## src/rtl/golden_nonce_tx.sv

```systemverilog
// golden_nonce_tx: buffers golden nonces from the hashcore in a small FIFO
// and sends each one as four 8N1 UART bytes, least-significant byte first.
// A strobe that arrives while the FIFO is full is dropped and latches the
// sticky overflow flag.

module golden_nonce_tx #(
    parameter int BAUD_DIV   = 434,
    parameter int FIFO_DEPTH = 4
) (
    input  logic        hash_clk,
    input  logic        reset,
    input  logic [31:0] golden_nonce_in,
    input  logic        golden_nonce_match,
    output logic        txd,
    output logic        busy,
    output logic        fifo_full,
    output logic        overflow
);

    localparam int PTR_W  = $clog2(FIFO_DEPTH);
    localparam int CNT_W  = PTR_W + 1;
    localparam int BAUD_W = 16;

    localparam logic [BAUD_W-1:0] BAUD_LAST = BAUD_W'(BAUD_DIV - 1);
    localparam logic [CNT_W-1:0]  CNT_FULL  = CNT_W'(FIFO_DEPTH);
    localparam logic [CNT_W-1:0]  CNT_ZERO  = {CNT_W{1'b0}};

    localparam logic [1:0] ST_IDLE  = 2'd0;
    localparam logic [1:0] ST_START = 2'd1;
    localparam logic [1:0] ST_DATA  = 2'd2;
    localparam logic [1:0] ST_STOP  = 2'd3;

    // FIFO storage and bookkeeping
    logic [31:0]       fifo_mem_q [FIFO_DEPTH];
    logic [PTR_W-1:0]  wr_ptr_q, wr_ptr_d;
    logic [PTR_W-1:0]  rd_ptr_q, rd_ptr_d;
    logic [CNT_W-1:0]  count_q, count_d;
    logic              overflow_q, overflow_d;

    // Transmitter state
    logic [1:0]        state_q, state_d;
    logic [BAUD_W-1:0] baud_q, baud_d;
    logic [2:0]        bit_q, bit_d;
    logic [1:0]        byte_q, byte_d;
    logic [31:0]       shift_q, shift_d;
    logic              txd_q, txd_d;

    logic push_s;
    logic pop_s;
    logic full_s;
    logic empty_s;
    logic baud_done_s;

    // FIFO control: the transmitter pops only from IDLE, and a pop frees a slot
    // for a push arriving in the same cycle even when the FIFO is full.
    always_comb begin
        full_s     = (count_q == CNT_FULL);
        empty_s    = (count_q == CNT_ZERO);
        pop_s      = (state_q == ST_IDLE) && !empty_s;
        push_s     = golden_nonce_match && (!full_s || pop_s);
        wr_ptr_d   = wr_ptr_q;
        rd_ptr_d   = rd_ptr_q;
        count_d    = count_q;
        overflow_d = overflow_q | (golden_nonce_match & !push_s);

        if (push_s) begin
            wr_ptr_d = wr_ptr_q + PTR_W'(1);
        end else begin
            wr_ptr_d = wr_ptr_q;
        end

        if (pop_s) begin
            rd_ptr_d = rd_ptr_q + PTR_W'(1);
        end else begin
            rd_ptr_d = rd_ptr_q;
        end

        case ({push_s, pop_s})
            2'b10:   count_d = count_q + CNT_W'(1);
            2'b01:   count_d = count_q - CNT_W'(1);
            default: count_d = count_q;
        endcase
    end

    // UART framing: txd_d is the line level for the state being entered, so the
    // registered txd changes on the same edge as the state.
    always_comb begin
        baud_done_s = (baud_q == BAUD_LAST);
        state_d     = state_q;
        baud_d      = baud_q;
        bit_d       = bit_q;
        byte_d      = byte_q;
        shift_d     = shift_q;
        txd_d       = txd_q;

        case (state_q)
            ST_IDLE: begin
                baud_d = {BAUD_W{1'b0}};
                if (pop_s) begin
                    shift_d = fifo_mem_q[rd_ptr_q];
                    byte_d  = 2'd0;
                    bit_d   = 3'd0;
                    state_d = ST_START;
                    txd_d   = 1'b0;
                end else begin
                    state_d = ST_IDLE;
                    txd_d   = 1'b1;
                end
            end

            ST_START: begin
                if (baud_done_s) begin
                    baud_d  = {BAUD_W{1'b0}};
                    bit_d   = 3'd0;
                    state_d = ST_DATA;
                    txd_d   = shift_q[0];
                end else begin
                    baud_d  = baud_q + BAUD_W'(1);
                    txd_d   = 1'b0;
                end
            end

            ST_DATA: begin
                if (baud_done_s) begin
                    baud_d  = {BAUD_W{1'b0}};
                    // Shifting every bit leaves the next byte in [7:0] after bit 7.
                    shift_d = {1'b0, shift_q[31:1]};
                    if (bit_q == 3'd7) begin
                        bit_d   = 3'd0;
                        state_d = ST_STOP;
                        txd_d   = 1'b1;
                    end else begin
                        bit_d   = bit_q + 3'd1;
                        txd_d   = shift_q[1];
                    end
                end else begin
                    baud_d = baud_q + BAUD_W'(1);
                    txd_d  = shift_q[0];
                end
            end

            ST_STOP: begin
                if (baud_done_s) begin
                    baud_d = {BAUD_W{1'b0}};
                    if (byte_q != 2'd3) begin
                        byte_d  = byte_q + 2'd1;
                        state_d = ST_START;
                        txd_d   = 1'b0;
                    end else begin
                        state_d = ST_IDLE;
                        txd_d   = 1'b1;
                    end
                end else begin
                    baud_d = baud_q + BAUD_W'(1);
                    txd_d  = 1'b1;
                end
            end

            default: begin
                state_d = ST_IDLE;
                baud_d  = {BAUD_W{1'b0}};
                bit_d   = 3'd0;
                byte_d  = 2'd0;
                txd_d   = 1'b1;
            end
        endcase
    end

    // Control and datapath registers with synchronous reset.
    always_ff @(posedge hash_clk) begin
        if (reset) begin
            wr_ptr_q   <= {PTR_W{1'b0}};
            rd_ptr_q   <= {PTR_W{1'b0}};
            count_q    <= CNT_ZERO;
            overflow_q <= 1'b0;
            state_q    <= ST_IDLE;
            baud_q     <= {BAUD_W{1'b0}};
            bit_q      <= 3'd0;
            byte_q     <= 2'd0;
            shift_q    <= 32'd0;
            txd_q      <= 1'b1;
        end else begin
            wr_ptr_q   <= wr_ptr_d;
            rd_ptr_q   <= rd_ptr_d;
            count_q    <= count_d;
            overflow_q <= overflow_d;
            state_q    <= state_d;
            baud_q     <= baud_d;
            bit_q      <= bit_d;
            byte_q     <= byte_d;
            shift_q    <= shift_d;
            txd_q      <= txd_d;
        end
    end

    // FIFO storage write; contents need no reset because count gates every read.
    always_ff @(posedge hash_clk) begin
        if (push_s && !reset) begin
            fifo_mem_q[wr_ptr_q] <= golden_nonce_in;
        end
    end

    assign txd       = txd_q;
    assign busy      = (state_q != ST_IDLE) | !empty_s;
    assign fifo_full = full_s;
    assign overflow  = overflow_q;

endmodule

```

## config.mk

```make
export PLATFORM = sky130hd
export DESIGN_NAME = golden_nonce_tx
export DESIGN_NICKNAME = d
export VERILOG_FILES = /design/src/rtl/golden_nonce_tx.sv
export SDC_FILE = /design/constraint.sdc
export NUM_CORES = 1
export LEC_CHECK = 0
export BUFFER_PORTS_ARGS = -buffer_cell sky130_fd_sc_hd__buf_4
export CAP_MARGIN = 20
export CORE_MARGIN = 1
export CORE_UTILIZATION = 27
export CTS_BUF_LIST = sky130_fd_sc_hd__clkbuf_4 sky130_fd_sc_hd__clkbuf_8
export DETAILED_ROUTE_END_ITERATION = 10
export PLACE_DENSITY = 0.47
export SETUP_SLACK_MARGIN = 0.15
export SYNTH_ARGS = -nofsm -noshare
export SYNTH_HDL_FRONTEND = slang
export SYNTH_SLANG_ARGS = --single-unit
export TNS_END_PERCENT = 30
```

## constraint.sdc

```tcl
create_clock -name hash_clk -period 3.82 [get_ports hash_clk]
set_input_delay 0.382 -clock hash_clk [delete_from_list [all_inputs] [get_ports hash_clk]]
set_output_delay 0.382 -clock hash_clk [all_outputs]
set_load 0.02 [all_outputs]
```

### Word level (Yosys, flattened, before mapping)

Memory sizes are Yosys's and may differ from the RTL's. A register that Yosys moved wholly into a read port is not among the register bits.
Cells that the tools add are included.

* memories kept: 1
* input port bits: 35
* word-level logic and storage cells: 89
* output and inout port bits: 4
* bits in registers: 64
* bits in writable memories: 128

Memories
* fifo_mem_q: words 4, bits a word 32, read ports 1, clocked after memory_dff 1, write ports 1, RTL line 34 `logic [31:0] fifo_mem_q [FIFO_DEPTH];`

* eq/ne operators: 15
* muxes and demuxes: 33
* bitwise logic cells: 3
* reductions and logical operators: 20
* $add $sub $neg: 7

Operators by type and width (count)
* 32-bit two-way mux: 2
* 32-bit one-hot mux with 2 select lines: 1
* 16-bit one-hot mux with 2 select lines: 1
* 2-bit two-way mux: 9
* 16-bit by 1-bit adder with 16-bit output (second input constant): 1
* 16-bit by 9-bit equality test with 1-bit output (second input constant): 1
* 16-bit two-way mux: 1
* 2-bit != test (second input constant): 7
* 3-bit two-way mux: 4
* 4-bit AND reduction: 3
* 1-bit two-way mux: 10
* 3-bit one-hot mux with 3 select lines: 1
* 2-bit one-hot mux with 4 select lines: 1
* 2-bit nonzero test: 4
* 2-bit by 1-bit adder with 2-bit output (second input constant): 3
* 3-bit by 1-bit adder with 3-bit output (second input constant): 2
* 2-bit equality test (second input constant): 3
* 3-bit equality test (second input constant): 2
* 3-bit one-hot mux with 2 select lines: 1
* 2-bit by 1-bit equality test with 1-bit output (second input constant): 2
* 1-bit zero test: 4
* 1-bit one-hot mux with 4 select lines: 1
* 2-bit one-hot mux with 2 select lines: 1
* 1-bit logical AND: 3
* other kinds (9): 10

### Logic depth before layout (Yosys ltp)

* depth in word-level cells: 8
* depth in mapped cells: 9
* depth with buffers taken out: 8

### Least setup slack after synthesis

No wires, ideal clock.

* kind: register -> register
* start: register state_q[0]
* end: memory fifo_mem_q[0][0] (enable)
* arrival: 1.947 ns
* path buffers: 1
* period minus slack after synthesis: 2.339 ns
* stages on the path, launching flop included: 7
* setup slack: 1.481 ns
* setup time: 0.392 ns
* required time: 3.428 ns
* cells stage by stage: dfxtp_1 -> inv_1 -> ha_1 -> nor4b_1 -> nor2b_1 -> clkbuf_1 -> and3_1

* cells in the longest elaborated chain, start to end: 7

Ends and longest elaborated chain
* start: declaration: RTL line 41 `logic [1:0] state_q, state_d;`
* start signal: assignment: RTL line 187 `state_q <= state_d;`
* 2-bit zero test: RTL line 59 `pop_s = (state_q == ST_IDLE) && !empty_s;`
* 1-bit logical AND: RTL line 59
* 1-bit logical OR: RTL line 60 `push_s = golden_nonce_match && (!full_s || pop_s);`
* 1-bit logical AND: RTL line 60
* 1-bit logical AND: RTL line 198 `if (push_s && !reset) begin`
* 1-bit two-way mux: RTL line 198
* 1-bit two-way mux (not written as such): RTL line 199 `fifo_mem_q[wr_ptr_q] <= golden_nonce_in;`
* end: declaration: RTL line 34

Every way passes these cells.

### Worst setup path in the final report

* start: register state_q[0]
* end: register shift_q[11]

* cells in the longest elaborated chain, start to end: 4
* elaborated cells on any way between the ends: 8
* those cells by class: eq/ne (3); mux (1); reduce/logical (4)

Ends and longest elaborated chain
* 2-bit zero test: RTL line 59, 96
* 1-bit logical AND: RTL line 59
* 2-bit != test (no source line)
* 3-bit AND reduction (no source line)
* end signal: assignment: RTL line 191 `shift_q <= shift_d;`
* end: declaration: RTL line 45 `logic [31:0] shift_q, shift_d;`

Parallel ways exist; a longest one is shown, timed or not.
A chain may end at the register's enable or synchronous reset.

==> impl_summary.log <==
[metrics] number of buffers inserted to repair setup after CTS: 0
[metrics] largest fanout of any net on the critical path: 38
[metrics] max capacitance violation total: 0
[metrics] number of max-slew violations in the final report: 0
[metrics] final setup TNS: 0 ns
[metrics] drt via density: 4.62
[metrics] actual transition at the worst max-transition pin: 0.958 ns
[metrics] buffer depth of the longest clock path: 2
[metrics] Max H-tree Level: 4
[metrics] IO Pins: 39
[metrics] global routing met3 resource utilization: 2.65%
[metrics] leakage power summed over all cells: 3.15 nW
[metrics] worst path bufs/invs: 2
[metrics] number of antenna violations at the first check in global routing: 0
[metrics] post-synthesis area per instance: 14.7 um^2
[metrics] leading cell types by count after synthesis: sky130_fd_sc_hd__edfxtp_1 (128), sky130_fd_sc_hd__dfxtp_1 (66), sky130_fd_sc_hd__a21oi_1 (37)
[metrics] crit-path cells: inv_1 -> ha_1 -> nor4b_4 -> or2_1 -> buf_4 -> or3_1 -> a21oi_1
[metrics] remaining global-route overflow: 0
[metrics] worst reg-to-reg setup slack: 1.13 ns
[metrics] Synth async-reset ratio: 0%
[metrics] clock network latency to the later pin of the worst-skew pair: 0.46 ns
[metrics] status: completed
[metrics] half-perimeter wire length after placement: 9940 um
[metrics] final weighted congestion in routability-driven placement: 0.734
[metrics] hold slack: 0.114 ns
[metrics] global routing usage summed across all routing layers: 10.9%
[metrics] proportion of netlist area held by the largest area contributor: 48.1%
[metrics] number of violations reported at the end of detailed-routing iteration 0: 282
[metrics] Max Clock Skew: 0.0171 ns
[metrics] synthesized cell area: 0.00799 mm^2
[metrics] Worst slew margin: 36.2%
[metrics] effective utilization at floorplan: 27.6%
[metrics] detailed-routing iteration count for the pre-antenna-repair pass: 4
[metrics] CTS tree: built
[metrics] count of vias placed by the detailed router: 4518
[metrics] antenna diode instance count: 0
[metrics] number of synthesized register bits: 194
[metrics] Worst-path clk slew: 0.12 ns
[metrics] critical path data required time: 4.14 ns
[metrics] Placeable Area: 0.0289 mm^2
[metrics] Ys Warns: 0
[metrics] pre-CTS worst setup slack: 1.14 ns
[metrics] cell with the most instances after synthesis: sky130_fd_sc_hd__edfxtp_1
[metrics] wire length of the first global-routing pass: 25200 um
[metrics] fraction of final layout cells with drive strength greater than 1: 22.1%
[metrics] number of enable flip-flop cells after synthesis: 128
[metrics] number of instances in the synthesized netlist: 542
[metrics] Tcrit/Tclk final: 70.4%
[metrics] Most Used Layer, Global Route: met2
[metrics] DRC violation count after routing: 0
[metrics] capturing element type of the critical path: register
[metrics] cell count after placement: 945
[metrics] largest stage delay on the critical path: 0.80 ns
[metrics] number of failing setup endpoints in the final timing report: 0
[metrics] Period minus WS final: 2.69 ns
[metrics] width of the die: 174 um
[metrics] number of fillers in the final layout: 2823
[metrics] number of distinct library cells after synthesis: 51
[metrics] top cells by area in the synthesized netlist: sky130_fd_sc_hd__edfxtp_1 (48%), sky130_fd_sc_hd__dfxtp_1 (17%), sky130_fd_sc_hd__mux4_2 (9.0%)
[metrics] total of buffers placed on input and output ports: 38
[metrics] Critical Path Source Type: register
[metrics] met1 demand-to-capacity share in global routing: 13.9%
[metrics] launch point of the worst hold path: golden_nonce_in[25]
[metrics] Reg2Reg Depth: 7
[metrics] RSZ-0062 raised after global routing: false
[metrics] Post-layout nets: 630
[metrics] sink count of the clock tree: 194
[metrics] area added between synthesis and finish: 14.4%
[metrics] Achievable Freq: 0.372 GHz
[metrics] Worst Hold Path EP: fifo_mem_q[2][25]$_DFFE_PP_
[metrics] CTS buffer count: 17
[metrics] crit path kind: reg -> reg
[metrics] number of endpoints with negative hold slack in the final report: 0
[metrics] Antenna Violating Nets Remaining: 0
[metrics] Max stage delay cell, worst path: sky130_fd_sc_hd__or2_1
[metrics] buffer type at the clock tree root: sky130_fd_sc_hd__clkbuf_8
[metrics] crit-path leading delay family: simple AND/OR/NAND/NOR gates
[metrics] classification of the worst-slack hold path: in -> reg
[metrics] post-cts repair resize count: 0
[metrics] Die Footprint: 0.0303 mm^2
[metrics] power density cells: 603 mW/mm^2
[metrics] total detailed-routing wirelength: 15800 um
[metrics] main flop type after synthesis: sky130_fd_sc_hd__edfxtp_1
[metrics] synthesized net count: 592
[metrics] largest net degree at the start of global routing: 49
[metrics] hold buffers post-CTS: 0
[metrics] number of standard cells in the layout, taps in and fillers out: 977
[metrics] height of the chip: 174 um
[metrics] peak supply drop: 270 uV
[metrics] met2 Track Usage GR: 18.3%
[metrics] library cell occupying the most area in the post-synthesis netlist: sky130_fd_sc_hd__edfxtp_1
[metrics] share of the yosys chip area belonging to registers: 64.6%
[metrics] number of global-route vias before repair: 4652
[metrics] worst path setup slack after routing: 1.13 ns
[metrics] row cnt: 62
[metrics] average wire per cell in the routed design: 16.2 um
[metrics] Worst Path Arrival: 3.01 ns
[metrics] end of the worst register-to-register path: shift_q[11]$_SDFFE_PP0P_
[metrics] Reg2Reg Launch Point: state_q[0]$_SDFFE_PP0P_
[metrics] worst hold stages: 1
flip-flops by register name, indices dropped and copies added, names as in the netlist, 2 cells and up, named ones only:
name and count:
fifo_mem_q 128, shift_q 32, baud_q 16, bit_q 3
count_q 3, byte_q 2, rd_ptr_q 2, state_q 2
wr_ptr_q 2
placed cells by master (no fill, tap or decap), drive strengths merged, types with 2 or more instances in the layout:
cell type,synthesis,routed
edfxtp,128,128
dfxtp,66,66
buf,13,52
a21oi,37,37
mux2i,36,36
o21ai,35,35
or3,34,34
mux4,32,32
nor2,29,29
clkbuf,20,17
inv,10,17
ha,14,14
xnor2,12,12
nand2,11,11
nand4,7,7
nand3,6,6
nor3,6,6
clkinv,0,6
and3,5,5
nor4,5,5
xor2,4,4
nor2b,3,3
o311ai,3,3
o31ai,3,3
nor3b,2,2
mux2,2,2
and4,2,2
o221ai,2,2
or4,2,2
nor4b,2,2
a41oi,2,2
per-layer routing:
layer,up-vias,routed length [um]
li1,2160,-
met1,2290,7290
met2,61,7970
met3,7,439
met4,0,95
met5,-,0
power breakdown:
part	switching [W]	internal [W]
Sequential	0.000151	0.00248
Clock	0.000817	0.000571
Combinational	0.000810	0.000682
worst register-to-register path, stage by stage, from the launching register on:
cell and delay, ns:
sky130_fd_sc_hd__dfxtp_1 0.37, sky130_fd_sc_hd__inv_1 0.09, sky130_fd_sc_hd__ha_1 0.27, sky130_fd_sc_hd__nor4b_4 0.41, sky130_fd_sc_hd__or2_1 0.80, sky130_fd_sc_hd__buf_4 0.39, sky130_fd_sc_hd__or3_1 0.15, sky130_fd_sc_hd__a21oi_1 0.06
worst max-delay path by stage:
stage / start / end / slack (ns) / cells past startpoint
finish: state_q[0]$_SDFFE_PP0P_ / shift_q[11]$_SDFFE_PP0P_ / 1.13 / 7
global route: state_q[0]$_SDFFE_PP0P_ / shift_q[20]$_SDFFE_PP0P_ / 0.85 / 7
CTS: state_q[0]$_SDFFE_PP0P_ / shift_q[16]$_SDFFE_PP0P_ / 1.10 / 7
detailed placement: state_q[0]$_SDFFE_PP0P_ / shift_q[11]$_SDFFE_PP0P_ / 1.14 / 7
global placement: state_q[0]$_SDFFE_PP0P_ / shift_q[13]$_SDFFE_PP0P_ / 1.28 / 7
floorplan: state_q[0]$_SDFFE_PP0P_ / fifo_mem_q[0][0]$_DFFE_PP_ / 1.48 / 6
cell type report:
cell class              count  area, um^2  area share [%]
flip-flops and latches    194        5170            56.5
well taps                 384         480            5.26
clock inverters            15         204            2.23
multi-input cells         305        2630            28.8
clock buffers              17         234            2.56
inverters                  10        37.5           0.411
repair buffers             52         390            4.27
cells by family after synthesis:
family                   synth area share (%)
flip-flops                               64.6
AND/OR/NAND/NOR                          8.66
AO/OA/AOI/OAI                            6.23
multiplexers                             13.8
buffers and inverters                    2.49
XOR/XNOR                                 1.75
adder cells (fa/ha/maj)                  2.44
metrics by stage:
step,area [um^2],power (W),utilization [%]
after floorplan,7990,0.00383,-
after global placement,8700,0.00414,30.1
after detailed placement,8700,0.00420,30.1
after CTS,9140,0.00560,31.6
after global routing,9140,0.00584,31.6
final,9140,0.00551,31.6
Note: power is estimated with default switching activity, not from simulation.
